$ cat src/rtl/exec_to_wb_lane_if.sv
// Bundle between the fetch-regs stage, one execution lane and the coalesce stage.
// The master drives instructions and pipeline control; the slave is the lane.
interface exec_to_wb_lane_if;
    logic        in_valid;
    logic [15:0] in_pc;
    logic [15:0] in_ins;
    logic [15:0] in_ra_val;
    logic [15:0] in_rx_val;
    logic        stall;
    logic        flush;

    logic        out_valid;
    logic [15:0] out_pc;
    logic [15:0] out_ins;
    logic [15:0] out_result;
    logic        out_wen;
    logic [3:0]  out_rt;
    logic        out_taken;
    logic [15:0] out_target;
    logic [15:0] out_mem_addr;
    logic [15:0] out_mem_wdata;
    logic        out_mem_ld;
    logic        out_mem_st;
    logic        out_halt;
    logic [1:0]  out_lane;

    modport master (
        output in_valid, in_pc, in_ins, in_ra_val, in_rx_val, stall, flush,
        input  out_valid, out_pc, out_ins, out_result, out_wen, out_rt, out_taken,
               out_target, out_mem_addr, out_mem_wdata, out_mem_ld, out_mem_st,
               out_halt, out_lane
    );

    modport slave (
        input  in_valid, in_pc, in_ins, in_ra_val, in_rx_val, stall, flush,
        output out_valid, out_pc, out_ins, out_result, out_wen, out_rt, out_taken,
               out_target, out_mem_addr, out_mem_wdata, out_mem_ld, out_mem_st,
               out_halt, out_lane
    );
endinterface

$ cat src/rtl/exec_to_wb_lane.sv
// One vector-CPU execution lane: combinational execute captured into stage X,
// then moved to stage W which drives the coalesce stage (2-cycle latency).
module exec_to_wb_lane #(
    parameter int unsigned LANE_ID = 0
) (
    input  logic                 clk,
    input  logic                 reset,
    exec_to_wb_lane_if.slave     lane
);

    typedef struct packed {
        logic [15:0] result;
        logic        wen;
        logic        taken;
        logic [15:0] target;
        logic [15:0] mem_addr;
        logic [15:0] mem_wdata;
        logic        mem_ld;
        logic        mem_st;
        logic        halt;
    } exec_t;

    logic [3:0]  opcode;
    logic [3:0]  subcode;
    logic [15:0] ra;
    logic [15:0] rx;
    exec_t       exec_next;

    logic        x_valid_reg;
    logic [15:0] x_pc_reg;
    logic [15:0] x_ins_reg;
    exec_t       x_exec_reg;
    logic        w_valid_reg;
    logic [15:0] w_pc_reg;
    logic [15:0] w_ins_reg;
    exec_t       w_exec_reg;

    assign opcode  = lane.in_ins[15:12];
    assign subcode = lane.in_ins[7:4];
    assign ra      = lane.in_ra_val;
    assign rx      = lane.in_rx_val;

    always_comb begin
        exec_next = '0;
        case (opcode)
            4'h0, 4'h8: begin
                exec_next.result = ra + rx;
                exec_next.wen    = 1'b1;
            end
            4'h1, 4'h9: begin
                exec_next.result = ra - rx;
                exec_next.wen    = 1'b1;
            end
            4'h2, 4'hA: begin
                exec_next.result = ra * rx;
                exec_next.wen    = 1'b1;
            end
            4'h3, 4'hB: begin
                // Divide-by-zero saturates instead of trapping.
                exec_next.result = (rx == 16'h0000) ? 16'hFFFF : (ra / rx);
                exec_next.wen    = 1'b1;
            end
            4'h4: begin
                exec_next.result = {{8{lane.in_ins[11]}}, lane.in_ins[11:4]};
                exec_next.wen    = 1'b1;
            end
            4'h5: begin
                exec_next.result = {lane.in_ins[11:4], rx[7:0]};
                exec_next.wen    = 1'b1;
            end
            4'h6: begin
                exec_next.target = rx;
                case (subcode)
                    4'h0:    exec_next.taken = (ra == 16'h0000);
                    4'h1:    exec_next.taken = (ra != 16'h0000);
                    4'h2:    exec_next.taken = ra[15];
                    4'h3:    exec_next.taken = ~ra[15];
                    default: exec_next.taken = 1'b0;
                endcase
            end
            4'hC: begin
                // Load result stays 0; coalesce substitutes the returned data.
                exec_next.mem_addr  = ra;
                exec_next.mem_wdata = rx;
                if (subcode == 4'h0) begin
                    exec_next.mem_ld = 1'b1;
                    exec_next.wen    = 1'b1;
                end else if (subcode == 4'h1) begin
                    exec_next.mem_st = 1'b1;
                end
            end
            4'hF: begin
                exec_next.halt = 1'b1;
            end
            default: begin
            end
        endcase
    end

    always_ff @(posedge clk) begin
        if (reset) begin
            x_valid_reg <= 1'b0;
            x_pc_reg    <= '0;
            x_ins_reg   <= '0;
            x_exec_reg  <= '0;
            w_valid_reg <= 1'b0;
            w_pc_reg    <= '0;
            w_ins_reg   <= '0;
            w_exec_reg  <= '0;
        end else if (lane.flush) begin
            // Flush wins over stall; data may stay stale behind cleared valids.
            x_valid_reg <= 1'b0;
            w_valid_reg <= 1'b0;
        end else if (!lane.stall) begin
            x_valid_reg <= lane.in_valid;
            x_pc_reg    <= lane.in_pc;
            x_ins_reg   <= lane.in_ins;
            x_exec_reg  <= exec_next;
            w_valid_reg <= x_valid_reg;
            w_pc_reg    <= x_pc_reg;
            w_ins_reg   <= x_ins_reg;
            w_exec_reg  <= x_exec_reg;
        end
    end

    // Flags are qualified by the W valid so a bubble never requests anything.
    assign lane.out_valid     = w_valid_reg;
    assign lane.out_pc        = w_pc_reg;
    assign lane.out_ins       = w_ins_reg;
    assign lane.out_result    = w_exec_reg.result;
    assign lane.out_wen       = w_valid_reg & w_exec_reg.wen;
    assign lane.out_rt        = w_ins_reg[3:0];
    assign lane.out_taken     = w_valid_reg & w_exec_reg.taken;
    assign lane.out_target    = w_exec_reg.target;
    assign lane.out_mem_addr  = w_exec_reg.mem_addr;
    assign lane.out_mem_wdata = w_exec_reg.mem_wdata;
    assign lane.out_mem_ld    = w_valid_reg & w_exec_reg.mem_ld;
    assign lane.out_mem_st    = w_valid_reg & w_exec_reg.mem_st;
    assign lane.out_halt      = w_valid_reg & w_exec_reg.halt;
    assign lane.out_lane      = 2'(LANE_ID);

endmodule

$ cat src/flat_wrapper.sv
// flat-port wrapper written by rule: the top's interface ports become plain ports
module exec_to_wb_lane_flat 
#(
    parameter int unsigned LANE_ID = 0
)
  (clk, reset, lane_in_valid, lane_in_pc, lane_in_ins, lane_in_ra_val, lane_in_rx_val, lane_stall, lane_flush, lane_out_valid, lane_out_pc, lane_out_ins, lane_out_result, lane_out_wen, lane_out_rt, lane_out_taken, lane_out_target, lane_out_mem_addr, lane_out_mem_wdata, lane_out_mem_ld, lane_out_mem_st, lane_out_halt, lane_out_lane);
  exec_to_wb_lane_if lane_i ();
  input  logic clk;
  input  logic reset;
  input wire logic [$bits(lane_i.in_valid)-1:0] lane_in_valid;
  input wire logic [$bits(lane_i.in_pc)-1:0] lane_in_pc;
  input wire logic [$bits(lane_i.in_ins)-1:0] lane_in_ins;
  input wire logic [$bits(lane_i.in_ra_val)-1:0] lane_in_ra_val;
  input wire logic [$bits(lane_i.in_rx_val)-1:0] lane_in_rx_val;
  input wire logic [$bits(lane_i.stall)-1:0] lane_stall;
  input wire logic [$bits(lane_i.flush)-1:0] lane_flush;
  output wire logic [$bits(lane_i.out_valid)-1:0] lane_out_valid;
  output wire logic [$bits(lane_i.out_pc)-1:0] lane_out_pc;
  output wire logic [$bits(lane_i.out_ins)-1:0] lane_out_ins;
  output wire logic [$bits(lane_i.out_result)-1:0] lane_out_result;
  output wire logic [$bits(lane_i.out_wen)-1:0] lane_out_wen;
  output wire logic [$bits(lane_i.out_rt)-1:0] lane_out_rt;
  output wire logic [$bits(lane_i.out_taken)-1:0] lane_out_taken;
  output wire logic [$bits(lane_i.out_target)-1:0] lane_out_target;
  output wire logic [$bits(lane_i.out_mem_addr)-1:0] lane_out_mem_addr;
  output wire logic [$bits(lane_i.out_mem_wdata)-1:0] lane_out_mem_wdata;
  output wire logic [$bits(lane_i.out_mem_ld)-1:0] lane_out_mem_ld;
  output wire logic [$bits(lane_i.out_mem_st)-1:0] lane_out_mem_st;
  output wire logic [$bits(lane_i.out_halt)-1:0] lane_out_halt;
  output wire logic [$bits(lane_i.out_lane)-1:0] lane_out_lane;
  assign lane_i.in_valid = lane_in_valid;
  assign lane_i.in_pc = lane_in_pc;
  assign lane_i.in_ins = lane_in_ins;
  assign lane_i.in_ra_val = lane_in_ra_val;
  assign lane_i.in_rx_val = lane_in_rx_val;
  assign lane_i.stall = lane_stall;
  assign lane_i.flush = lane_flush;
  assign lane_out_valid = lane_i.out_valid;
  assign lane_out_pc = lane_i.out_pc;
  assign lane_out_ins = lane_i.out_ins;
  assign lane_out_result = lane_i.out_result;
  assign lane_out_wen = lane_i.out_wen;
  assign lane_out_rt = lane_i.out_rt;
  assign lane_out_taken = lane_i.out_taken;
  assign lane_out_target = lane_i.out_target;
  assign lane_out_mem_addr = lane_i.out_mem_addr;
  assign lane_out_mem_wdata = lane_i.out_mem_wdata;
  assign lane_out_mem_ld = lane_i.out_mem_ld;
  assign lane_out_mem_st = lane_i.out_mem_st;
  assign lane_out_halt = lane_i.out_halt;
  assign lane_out_lane = lane_i.out_lane;
  exec_to_wb_lane #(.LANE_ID(LANE_ID)) u_core (.clk(clk), .reset(reset), .lane(lane_i));
endmodule
$ cat config.mk
export PLATFORM = sky130hd
export DESIGN_NAME = exec_to_wb_lane_flat
export DESIGN_NICKNAME = d
export VERILOG_FILES = /design/src/rtl/exec_to_wb_lane_if.sv /design/src/rtl/exec_to_wb_lane.sv /design/src/flat_wrapper.sv
export SDC_FILE = /design/constraint.sdc
export NUM_CORES = 1
export LEC_CHECK = 0
export CELL_PAD_IN_SITES_DETAIL_PLACEMENT = 1
export CELL_PAD_IN_SITES_GLOBAL_PLACEMENT = 1
export CORE_ASPECT_RATIO = 0.75
export CORE_MARGIN = 2
export CORE_UTILIZATION = 41
export DETAILED_ROUTE_END_ITERATION = 10
export GPL_TIMING_DRIVEN = 0
export PLACE_DENSITY_LB_ADDON = 0.15
export SYNTH_ARGS = -nofsm -noshare
export SYNTH_HDL_FRONTEND = slang
export SYNTH_SLANG_ARGS = --single-unit
$ cat constraint.sdc
create_clock -name clk -period 41.8 [get_ports clk]
set_clock_uncertainty 0.2 [all_clocks]
set_input_delay 4.18 -clock clk [delete_from_list [all_inputs] [get_ports clk]]
set_output_delay 4.18 -clock clk [all_outputs]
set_load 0.05 [all_outputs]
* Yosys cells after proc, flatten, opt, wreduce, memory -nomap -nowiden
Cells that the tools add are included. Widths: inputs -> output; s select.
Word-level totals: output and inout bits 108, logic and storage cells 73, flip-flop bits (word level) 204, input port bits 69
Cells by class: div/mod/pow operators 1, $add $sub $neg 2, reduce and logical (&&, ||, !) cells 12, multiplexer cells 10, bitwise operators 8, eq/ne operators 15, multiply operators 1
Operator list (number):
- $pmux 16 s6 | 1
- $mux 34 | 1
- $logic_not 16->1 | 2
- $eq 4x4->1 const B | 6
- $mux 17 | 1
- $add 16x16->16 | 1
- $div 16x16->16 | 1
- $eq 4x2->1 const B | 4
- $mul 16x16->16 | 1
- $mux 16 | 1
- $reduce_bool 16->1 | 1
- $sub 16x16->16 | 1
- $eq 4x3->1 const B | 3
- $reduce_or 10->1 | 1
- $reduce_or 2->1 | 5
- $eq 4x1->1 const B | 2
- $logic_not 4->1 | 2
- $and 1x1->1 | 5
- $mux 1 | 4
- $pmux 1 s4 | 1
- $not 1->1 | 3
- $pmux 1 s2 | 1
- $reduce_and 2->1 | 1

* Depth between registers and ports, before layout
Gate-level depths: netlist of run 1.
depth after elaboration 4, mapped depth 135, depth with buffers taken out 121

* Worst setup path before layout of run 1
No wires, ideal clock.
path type input -> register, start point input port lane_in_rx_val[0], end point register u_core.x_exec_reg[53] (netlist bit), arrival time 30125 ps, stages 122, setup slack 11360 ps, setup time 115 ps, buffers on the path 14, cells stage by stage clkbuf_1 clkbuf_1 inv_1 ha_1 o2111a_1 a21oi_1 nor2_1 ha_1 o21a_1 o211ai_1 or4_1 o31ai_1 ha_1 a21oi_1 nand2_1 and2_1 buf_4 mux2i_1 [... 86 more ...] a31o_2 ha_1 a21oi_1 a31oi_1 a41oi_1 a21oi_1 a41oi_1 clkbuf_1 mux2_2 ha_1 a21o_1 a21o_1 a21o_1 a21oi_1 o21ai_0 nand4_1 a21oi_1 o21a_1
Between the ends: longest elaborated chain between the ends 3, elaborated cells between the ends (all ways) 7
Ends and longest elaborated chain:
- start, declared | RTL line flat_wrapper.sv:14 | input wire logic [$bits(lane_i.in_rx_val)-1:0] lane_in_rx_val;
- $div 16x16->16 / $logic_not 16->1 (equally long branches) | RTL line exec_to_wb_lane.sv:60 | exec_next.result = (rx == 16'h0000) ? 16'hFFFF : (ra / rx);
- $mux 16 | RTL line exec_to_wb_lane.sv:60
- $pmux 16 s6 (*) | RTL line exec_to_wb_lane.sv:45 | case (opcode)
- end signal, assigned | RTL line exec_to_wb_lane.sv:118 | x_exec_reg <= exec_next;
- end, declared | RTL line exec_to_wb_lane.sv:32 | exec_t x_exec_reg;
Mark *: on every way between the ends. The rest lies on a longest branch, timed or not. A chain may end at the register's enable or synchronous reset.

* Worst setup path after layout of run 1
Ends and elaborated chain as after synthesis.

==> qor.csv, run 1 <==
metric;value;unit
drv_slew;0;
critPathKind;input port to flip-flop;
whs_path_depth;2;
core_area;47400;um2
grt_pass1_vias;20600;
netlist_instances;2582;
ys.flop_type;dfxtp_1;
cpMaxStageDelayCell;clkdlybuf4s50_1;
dr.pass1.iters;6;
place_congestion;0.914;
synth_edf_count;0;
rr_startpoint;u_core.x_exec_reg[53]$_SDFFE_PP0P_;
diodes;0;
min_to;u_core.lane.out_pc[2]$_SDFFE_PP0P_;
p_seq_share;22.9;%
cts_sinks;204;
nets;3127;
ff2ff_setup_slack;40.32;ns
vdd_drop_max;61.3;uV
grt_usage;29.9;%
syn_avg_cell_area;7.63;um2
fin_tns_setup;0;ns
cp_common_cell;ha_1;
io_pins;177;
dieArea;49900;um2
whs;0.257;ns
clock_latency;0.50;ns
drc_errors;0;
antenna_found_initial;1;
h-tree-depth;1;
finalPower;871;uW
path_max_fanout;10;
syn_area;19700;um2
largest_reg_flops;69;
final-hold-violation-count;0;
via_count;19600;
worst_pin_slew;1.49;ns
status;complete, but fails checks;
cts_made_buffers;18;
hp-start;u_core.x_pc_reg[2]$_SDFFE_PP0P_;
violations;max-capacitance violations;
power_frac_comb;58.0;%
numPortBuffers;165;
grt_max_degree;22;
critPathMaxStageDelay;0.83;ns
arrival;40.19;ns
area_growth;15.5;%
end_kind;flip-flop;
min_path_type;flip-flop to flip-flop;
setup_viol;0;
netSwitchingPower;389;uW
fp.dieH;194;um
row_count;69;
die_w;257;um
grt.overflow.total;0;
power_frac_clock;19.1;%
required;42.00;ns
crit_family;compound AO/OA/AOI/OAI gates;
leakagePower;9.48;nW
intPower;482;uW
postCtsHoldBufs;0;
start_util;41.6;%
drt_iter0_markers;1341;
clock.fmax;25.0;MHz
cap_violations;1;
r2r_end;u_core.x_exec_reg[53]$_SDFFE_PP0P_;
period_share;95.7;%
wl;76300;um
slew_headroom;0.569;%
root_buffer;clkbuf_16;
yosys_warnings;0;
fin_area;22800;um2
crit_buf_inv;20;
yosysSeqAreaShare;20.7;%
cts_tree;yes;
ant_nets;0;
drive_above_1_share;6.54;%
synth_seq_cells;204;
synth_cell_types;90;
powerDensity;38.3;nW/um2
post-dp-hpwl;60200;um
wl_per_cell;22.3;um
async_reset_ff_share;0;%
path_clk_slew;0.08;ns
grt_pass1_wl;117000;um
sw_frac_of_total;44.6;%
start_kind;input port;
placed_area;22200;um2
cts_max_path_buffers;3;
rsz0062_at_grt;no;
ff2ff_path_depth;5;
via_per_inst;5.72;
post-route-min-period;39.99;ns
synth_stat cells (all sizes together), types with 6 or more instances:
cell / number / area, um2
nand2: 451 / 1690
a21oi: 274 / 1370
ha: 205 / 2560
dfxtp: 204 / 4080
nor2: 199 / 763
inv: 162 / 608
clkbuf: 126 / 473
xnor2: 90 / 788
buf: 87 / 618
fa: 81 / 1620
o21ai: 77 / 385
xor2: 53 / 464
a22oi: 49 / 373
nor3: 48 / 257
and2: 47 / 294
a21o: 40 / 300
o21a: 33 / 248
nand3: 32 / 160
mux2: 27 / 304
o211ai: 23 / 183
a31oi: 21 / 138
or3: 20 / 125
a211oi: 19 / 143
or2: 15 / 93.8
mux2i: 14 / 140
nor2b: 14 / 87.6
nor4: 14 / 113
nand2b: 12 / 75.1
nand4: 12 / 75.1
o31ai: 11 / 82.6
a221oi: 9 / 78.8
and3: 8 / 50.1
a41oi: 6 / 52.6
or4: 6 / 52.6
worst register-to-register path: cells and delay by family, from the launching register on:
kind | cells | cell delay, ns
AO/OA/AOI/OAI | 4 | 0.78
flip-flops | 1 | 0.36
AND/OR/NAND/NOR | 1 | 0.09
layout by cell type (no fill, tap or decap), drive strengths merged, types with 23 or more instances in the layout:
master	synthesis	layout
nor3	48	48
nor2	199	199
o21ai	77	77
inv	162	162
xor2	53	53
mux2	27	27
and2	47	47
o211ai	23	23
clkdlybuf4s50	0	165
fa	81	81
o21a	33	33
clkbuf	126	152
a22oi	49	49
a21o	40	40
xnor2	90	90
nand2	451	451
ha	205	205
buf	87	91
a21oi	274	274
nand3	32	32
dfxtp	204	204
cell type report:
| cell class | count | area, um2 |
|---|---|---|
| flip-flops and latches | 204 | 4080 |
| inverters | 163 | 616 |
| multi-input cells | 2003 | 13900 |
| well taps | 639 | 800 |
| clock buffers | 26 | 522 |
| plain buffers | 213 | 1090 |
| fillers | 5800 | 24600 |
| clock inverters | 6 | 38.8 |
| repair buffers | 169 | 1680 |
cells by family after synthesis:
kind of cell             synth area share (%)
buffers and inverters                    8.64
AND/OR/NAND/NOR                          20.1
AO/OA/AOI/OAI                            20.7
flip-flops                               20.7
other                                  0.0190
multiplexers                             2.25
XOR/XNOR                                 6.35
adder cells (fa/ha/maj)                  21.2
worst max path at each step:
stage,start,endpoint,slack (ns),depth (start not counted)
global route,lane_in_rx_val[0],u_core.x_exec_reg[53]$_SDFFE_PP0P_,0.08,124
global placement,lane_in_rx_val[0],u_core.x_exec_reg[53]$_SDFFE_PP0P_,1.82,121
floorplan,lane_in_rx_val[0],u_core.x_exec_reg[53]$_SDFFE_PP0P_,11.36,122
finish,lane_in_rx_val[0],u_core.x_exec_reg[53]$_SDFFE_PP0P_,1.81,126
CTS,lane_in_rx_val[0],u_core.x_exec_reg[53]$_SDFFE_PP0P_,1.63,122
detailed placement,lane_in_rx_val[0],u_core.x_exec_reg[53]$_SDFFE_PP0P_,1.28,122
power by group through the flow:
stage          clock, mW  sequential [mW]  combinational (mW)
2_1_floorplan          0            0.205               0.336
3_3_place_gp           0            0.204               0.471
3_5_place_dp           0            0.204               0.488
4_1_cts            0.168            0.200               0.494
5_1_grt            0.177            0.200               0.549
6_report           0.166            0.200               0.505
stage by stage:
stage / setup WS, ns / std cells / utilization [%]
2_1_floorplan: 11.36 / 2583 / -
3_3_place_gp: 1.82 / 3387 / 46.8
3_5_place_dp: 1.28 / 3387 / 46.8
4_1_cts: 1.63 / 3419 / 48.0
5_1_grt: 0.0844 / 3423 / 48.0
6_report: 1.81 / 3423 / 48.0
routing by layer:
layer	global-route usage, %	vias to the layer above	routed length [um]
met3	5.45	108	5280
met5	0	-	0
met2	47.8	549	33700
met1	42.1	9750	35600
li1	-	9162	-
met4	6.20	0	1720
repair_timing:
| item | 4_1_cts | 5_1_grt |
|---|---|---|
| buffers inserted | 0 | 4 |
| endpoints found under the setup margin | 0 | 1 |
| resized for setup | 0 | 2 |
(Power assumes the default switching activity.)
==> run 2: changes to the inputs <==
--- a/config.mk
+++ b/config.mk
@@ -5,13 +5,12 @@
 export SDC_FILE = /design/constraint.sdc
 export NUM_CORES = 1
 export LEC_CHECK = 0
-export CELL_PAD_IN_SITES_DETAIL_PLACEMENT = 1
-export CELL_PAD_IN_SITES_GLOBAL_PLACEMENT = 1
 export CORE_ASPECT_RATIO = 0.75
 export CORE_MARGIN = 2
 export CORE_UTILIZATION = 41
 export DETAILED_ROUTE_END_ITERATION = 10
 export GPL_TIMING_DRIVEN = 0
+export HOLD_SLACK_MARGIN = 0.06
 export PLACE_DENSITY_LB_ADDON = 0.15
 export SYNTH_ARGS = -nofsm -noshare
 export SYNTH_HDL_FRONTEND = slang
==> run 2 against run 1 <==
  * The run now ends clean
  * Total power down 1.5%
  * Sequential power about the same
  * Routed wire length shrank 9.8%
  * Count of clock-buffer cells in the layout fell by 2
==> qor.csv, run 2 (same netlist as run 1, synthesis figures left out) <==
metric;value;unit;change
status;finished clean;;was complete, but fails checks
cts_max_path_buffers;3;;unchanged
min_path_type;flip-flop to flip-flop;;unchanged
antenna_found_initial;1;;unchanged
root_buffer;clkbuf_16;;unchanged
wl_per_cell;20.1;um;was 22.3 um
cts_sinks;204;;unchanged
drt_iter0_markers;1664;;was 1,341
vdd_drop_max;72.3;uV;was 61.3 uV
h-tree-depth;1;;unchanged
end_kind;flip-flop;;unchanged
required;41.98;ns;was 42.00 ns
ant_nets;0;;unchanged
drv_slew;0;;unchanged
period_share;94.7;%;was 95.7%
intPower;485;uW;was 482 uW
layout_common_cells;nand2_1 (451), a21oi_1 (274), ha_1 (205), dfxtp_1 (204), nor2_1 (198);;unchanged
mostFrequentLayoutCell;nand2_1;;unchanged
place_congestion;0.959;;was 0.914
grt.overflow.total;0;;unchanged
path_clk_slew;0.07;ns;was 0.08 ns
via_count;19100;;was 19,600
start_util;41.6;%;unchanged
area_growth;15.3;%;was 15.5%
final-hold-violation-count;0;;unchanged
post_cts_buffers;0;;unchanged
dieArea;49900;um2;unchanged
power_frac_clock;19.1;%;about the same
leakagePower;9.46;nW;was 9.48 nW
cts_tree;yes;;unchanged
postCtsHoldBufs;0;;unchanged
row_count;69;;unchanged
cap_violations;0;;was 1
power_frac_comb;57.6;%;was 58.0%
critPathMaxStageDelay;0.81;ns;was 0.83 ns
drive_above_1_share;6.20;%;was 6.54%
crit_family;compound AO/OA/AOI/OAI gates;;unchanged
whs;0.253;ns;was 0.257 ns
clock.fmax;25.3;MHz;was 25.0 MHz
arrival;39.75;ns;was 40.19 ns
powerDensity;37.8;nW/um2;was 38.3 nW/um2
fin_tns_setup;0;ns;unchanged
p_seq_share;23.3;%;was 22.9%
die_w;257;um;unchanged
worst_pin_slew;1.38;ns;was 1.49 ns
netSwitchingPower;373;uW;was 389 uW
path_max_fanout;16;;was 10
fillers;4776;;was 5,800
slew_headroom;7.50;%;was 0.569%
grt_pass1_vias;18700;;was 20,600
critPathKind;input port to flip-flop;;unchanged
post-route-min-period;39.58;ns;was 39.99 ns
grt_usage;26.9;%;was 29.9%
rsz0062_at_grt;no;;unchanged
nets;3122;;was 3,127
core_area;47400;um2;unchanged
drc_errors;0;;unchanged
dr.pass1.iters;7;;was 6
cpMaxStageDelayCell;clkdlybuf4s50_1;;unchanged
clock_latency;0.49;ns;was 0.50 ns
grt_pass1_wl;106000;um;was 117,000 um
wl;68800;um;was 76,300 um
regArea;4080;um2;unchanged
io_pins;177;;unchanged
sw_frac_of_total;43.5;%;was 44.6%
cp_common_cell;ha_1;;unchanged
fp.dieH;194;um;unchanged
grt_max_degree;22;;unchanged
crit_buf_inv;18;;was 20
start_kind;input port;;unchanged
largest_reg_flops;69;;unchanged
post-dp-hpwl;54100;um;was 60,200 um
cts_resized;0;;unchanged
numPortBuffers;165;;unchanged
setup_viol;0;;unchanged
cts_made_buffers;17;;was 18
via_per_inst;5.59;;was 5.72
multi_input_area;13900;um2;about the same
## run 2: tightest hold or removal path, cell delays in order (launching register included)
cell and delay (ns):
dfxtp_1 0.31, nand2_1 0.05, a21oi_1 0.05
## run 2: power groups by stage
stage	sequential (mW)	combinational [mW]	clock [mW]
3_5_place_dp	0.204	0.476	0
2_1_floorplan	0.205	0.336	0
5_1_grt	0.200	0.543	0.177
3_3_place_gp	0.204	0.470	0
4_1_cts	0.200	0.481	0.167
6_report	0.200	0.495	0.164
## run 2: worst paths after layout
path	startpoint	endpoint	slack, ns	cells past startpoint
worst min-delay path	u_core.x_pc_reg[0]$_SDFFE_PP0P_	u_core.lane.out_pc[0]$_SDFFE_PP0P_	0.25	2
worst min register to register	u_core.x_pc_reg[0]$_SDFFE_PP0P_	u_core.lane.out_pc[0]$_SDFFE_PP0P_	0.25	2
worst max register to register	u_core.x_exec_reg[53]$_SDFFE_PP0P_	u_core.x_exec_reg[53]$_SDFFE_PP0P_	40.37	5
worst max-delay path	lane_in_rx_val[0]	u_core.x_exec_reg[53]$_SDFFE_PP0P_	2.22	122
## run 2: cell type report
type,count,share of cell area (%)
timing repair buffer,165,7.27
clock inverter,4,0.325
multi-input combinational,2003,61.3
clock buffer,24,2.08
buffer,213,4.80
tap,639,3.52
sequential,204,18.0
inverter,163,2.69
antenna,1,0.0110
## run 2: through the flow
step	instance area (um2)	power (mW)	instances	utilization [%]	setup WS (ns)
2_1_floorplan	19700	0.542	2583	-	11.36
5_1_grt	22700	0.920	3415	47.9	0.0978
4_1_cts	22700	0.847	3415	47.9	2.50
6_report	22700	0.858	3416	47.9	2.22
3_3_place_gp	22200	0.675	3387	46.8	2.31
3_5_place_dp	22200	0.680	3387	46.8	2.17
## run 2: routing by layer
metal / track usage [%] / wire length, um / up-vias
met4: 6.14 / 1690 / 2
met2: 40.3 / 28700 / 647
met1: 39.5 / 32900 / 9138
li1: - / - / 9182
met5: 0 / 12 / -
met3: 5.57 / 5490 / 112
==> run 3: changes to the inputs <==
--- a/config.mk
+++ b/config.mk
@@ -9,6 +9,7 @@
 export CORE_MARGIN = 2
 export CORE_UTILIZATION = 41
 export DETAILED_ROUTE_END_ITERATION = 10
+export GPL_ROUTABILITY_DRIVEN = 0
 export GPL_TIMING_DRIVEN = 0
 export HOLD_SLACK_MARGIN = 0.06
 export PLACE_DENSITY_LB_ADDON = 0.15
==> run 3 against run 2 <==
  * Flip-flop and latch count unchanged
  * Maximum frequency up 0.25%
  * Register-to-register slack gained 0.05 ns
  * Sequential power barely moved
  * Die area unchanged
  * Cell count barely moved
  * Critical path depth stayed put
  * Worst hold slack lost 0.0035 ns
  * Sequential share of layout area about the same
  * Routed wire length down 1.3%
  * Largest power group unchanged
  * Highest routed layer unchanged
==> qor.csv, run 3 (same netlist as run 1, synthesis figures left out) <==
metric;value;unit;change
via_count;19300;;was 19,100
fin_tns_setup;0;ns;unchanged
grt.overflow.total;0;;unchanged
post-dp-hpwl;53400;um;was 54,100 um
postCtsHoldBufs;0;;unchanged
leakagePower;9.46;nW;about the same
fp.dieH;194;um;unchanged
largest_reg_flops;69;;unchanged
h-tree-depth;1;;unchanged
worst_pin_slew;1.33;ns;was 1.38 ns
cts_made_buffers;17;;unchanged
ant_nets;0;;unchanged
drc_errors;0;;unchanged
powerDensity;37.7;nW/um2;was 37.8 nW/um2
finalPower;855;uW;was 858 uW
core_area;47400;um2;unchanged
critPathKind;input port to flip-flop;;unchanged
dieArea;49900;um2;unchanged
grt_pass1_wl;105000;um;was 106,000 um
arrival;39.66;ns;was 39.75 ns
wl_per_cell;19.9;um;was 20.1 um
clock.fmax;25.3;MHz;about the same
cts_tree;yes;;unchanged
cp_common_cell;ha_1;;unchanged
cpMaxStageDelayCell;clkdlybuf4s50_1;;unchanged
path_max_fanout;16;;unchanged
crit_buf_inv;18;;unchanged
min_path_type;flip-flop to flip-flop;;unchanged
area_growth;15.2;%;was 15.3%
period_share;94.4;%;was 94.7%
start_util;41.6;%;unchanged
cts_max_path_buffers;3;;unchanged
grt_usage;26.6;%;was 26.9%
slew_headroom;10.4;%;was 7.50%
post_cts_buffers;0;;unchanged
clock_latency;0.49;ns;about the same
final-hold-violation-count;0;;unchanged
regArea;4080;um2;unchanged
post-route-min-period;39.48;ns;was 39.58 ns
path_clk_slew;0.08;ns;was 0.07 ns
nets;3122;;unchanged
status;finished clean;;unchanged
setup_viol;0;;unchanged
grt_max_degree;22;;unchanged
cap_violations;0;;unchanged
vdd_drop_max;57.9;uV;was 72.3 uV
die_w;257;um;unchanged
end_kind;flip-flop;;unchanged
drt_iter0_markers;1624;;was 1,664
diodes;0;;was 1
start_kind;input port;;unchanged
io_pins;177;;unchanged
cts_sinks;204;;unchanged
mostFrequentLayoutCell;nand2_1;;unchanged
dr.pass1.iters;7;;unchanged
drive_above_1_share;6.24;%;was 6.20%
via_per_inst;5.65;;was 5.59
critPathMaxStageDelay;0.76;ns;was 0.81 ns
row_count;69;;unchanged
multi_input_area;13900;um2;unchanged
crit_family;compound AO/OA/AOI/OAI gates;;unchanged
drv_slew;0;;unchanged
antenna_found_initial;2;;was 1
wl;67900;um;was 68,800 um
required;41.98;ns;about the same
grt_pass1_vias;18900;;was 18,700
layout_common_cells;nand2_1 (451), a21oi_1 (274), ha_1 (205), dfxtp_1 (204), nor2_1 (198);;unchanged
numPortBuffers;165;;unchanged
rsz0062_at_grt;no;;unchanged
root_buffer;clkbuf_16;;unchanged
fillers;4704;;was 4,776
run 3: changes by cell type in the layout (fill, tap and decap cells not counted):
cell | before | now
bufinv_16 | 2 | 1
diode_2 | 1 | 0
clkinv_2 | 1 | 2
clkbuf_8 | 2 | 4
clkbuf_1 | 131 | 128
inv_6 | 1 | 0
run 3: area by class of cell:
cell class | instances | share of cell area [%]
repair buffers | 165 | 7.28
multi-input cells | 2003 | 61.4
inverters | 163 | 2.70
clock inverters | 3 | 0.176
flip-flops and latches | 204 | 18.0
well taps | 639 | 3.52
clock buffers | 23 | 2.15
plain buffers | 213 | 4.81
run 3: stage by stage:
step / area (um2) / std cells / util [%] / setup slack (ns) / hold slack, ns
2_1_floorplan: 19700 / 2583 / - / 11.36 / 0.231
6_report: 22700 / 3413 / 47.9 / 2.32 / 0.250
5_1_grt: 22700 / 3413 / 47.9 / 0.209 / 0.270
3_5_place_dp: 22200 / 3387 / 46.8 / 2.40 / 0.246
4_1_cts: 22700 / 3413 / 47.9 / 2.69 / 0.255
3_3_place_gp: 22200 / 3387 / 46.8 / 2.76 / 0.236
run 3: path summary, 6_finish.rpt:
| check | start | endpoint | slack (ns) | depth (start not counted) |
|---|---|---|---|---|
| worst min register to register | u_core.x_ins_reg[10]$_SDFFE_PP0P_ | u_core.lane.out_ins[10]$_SDFFE_PP0P_ | 0.25 | 2 |
| worst max-delay path | lane_in_rx_val[0] | u_core.x_exec_reg[53]$_SDFFE_PP0P_ | 2.32 | 122 |
| worst min-delay path | u_core.x_ins_reg[10]$_SDFFE_PP0P_ | u_core.lane.out_ins[10]$_SDFFE_PP0P_ | 0.25 | 2 |
| worst max register to register | u_core.x_exec_reg[53]$_SDFFE_PP0P_ | u_core.x_exec_reg[53]$_SDFFE_PP0P_ | 40.42 | 5 |
run 3: worst register-to-register path, cell delays in order (launching register included):
cell and delay, ns:
dfxtp_1 0.34, nand2_1 0.09, o221ai_1 0.11, a21oi_1 0.21, nand4_1 0.15, o21a_1 0.19
run 3: where the power goes:
group          internal, mW  total, mW  leakage (nW)  switching (mW)
clock                0.0877      0.160         0.263          0.0723
combinational         0.195      0.495          7.55           0.300
sequential            0.198      0.200          1.65         0.00197
run 3: metal layers:
layer	wire length, um	GRT usage, %	up-vias
met2	28600	40.5	765
met5	13	0	-
met1	31300	37.7	9224
met4	1990	7.32	2
met3	5950	5.93	142
li1	-	-	9158
run 3: timing repair:
item	CTS	global route
setup endpoints to repair	0	1
resized for setup	0	1
hold endpoints to repair	0	0
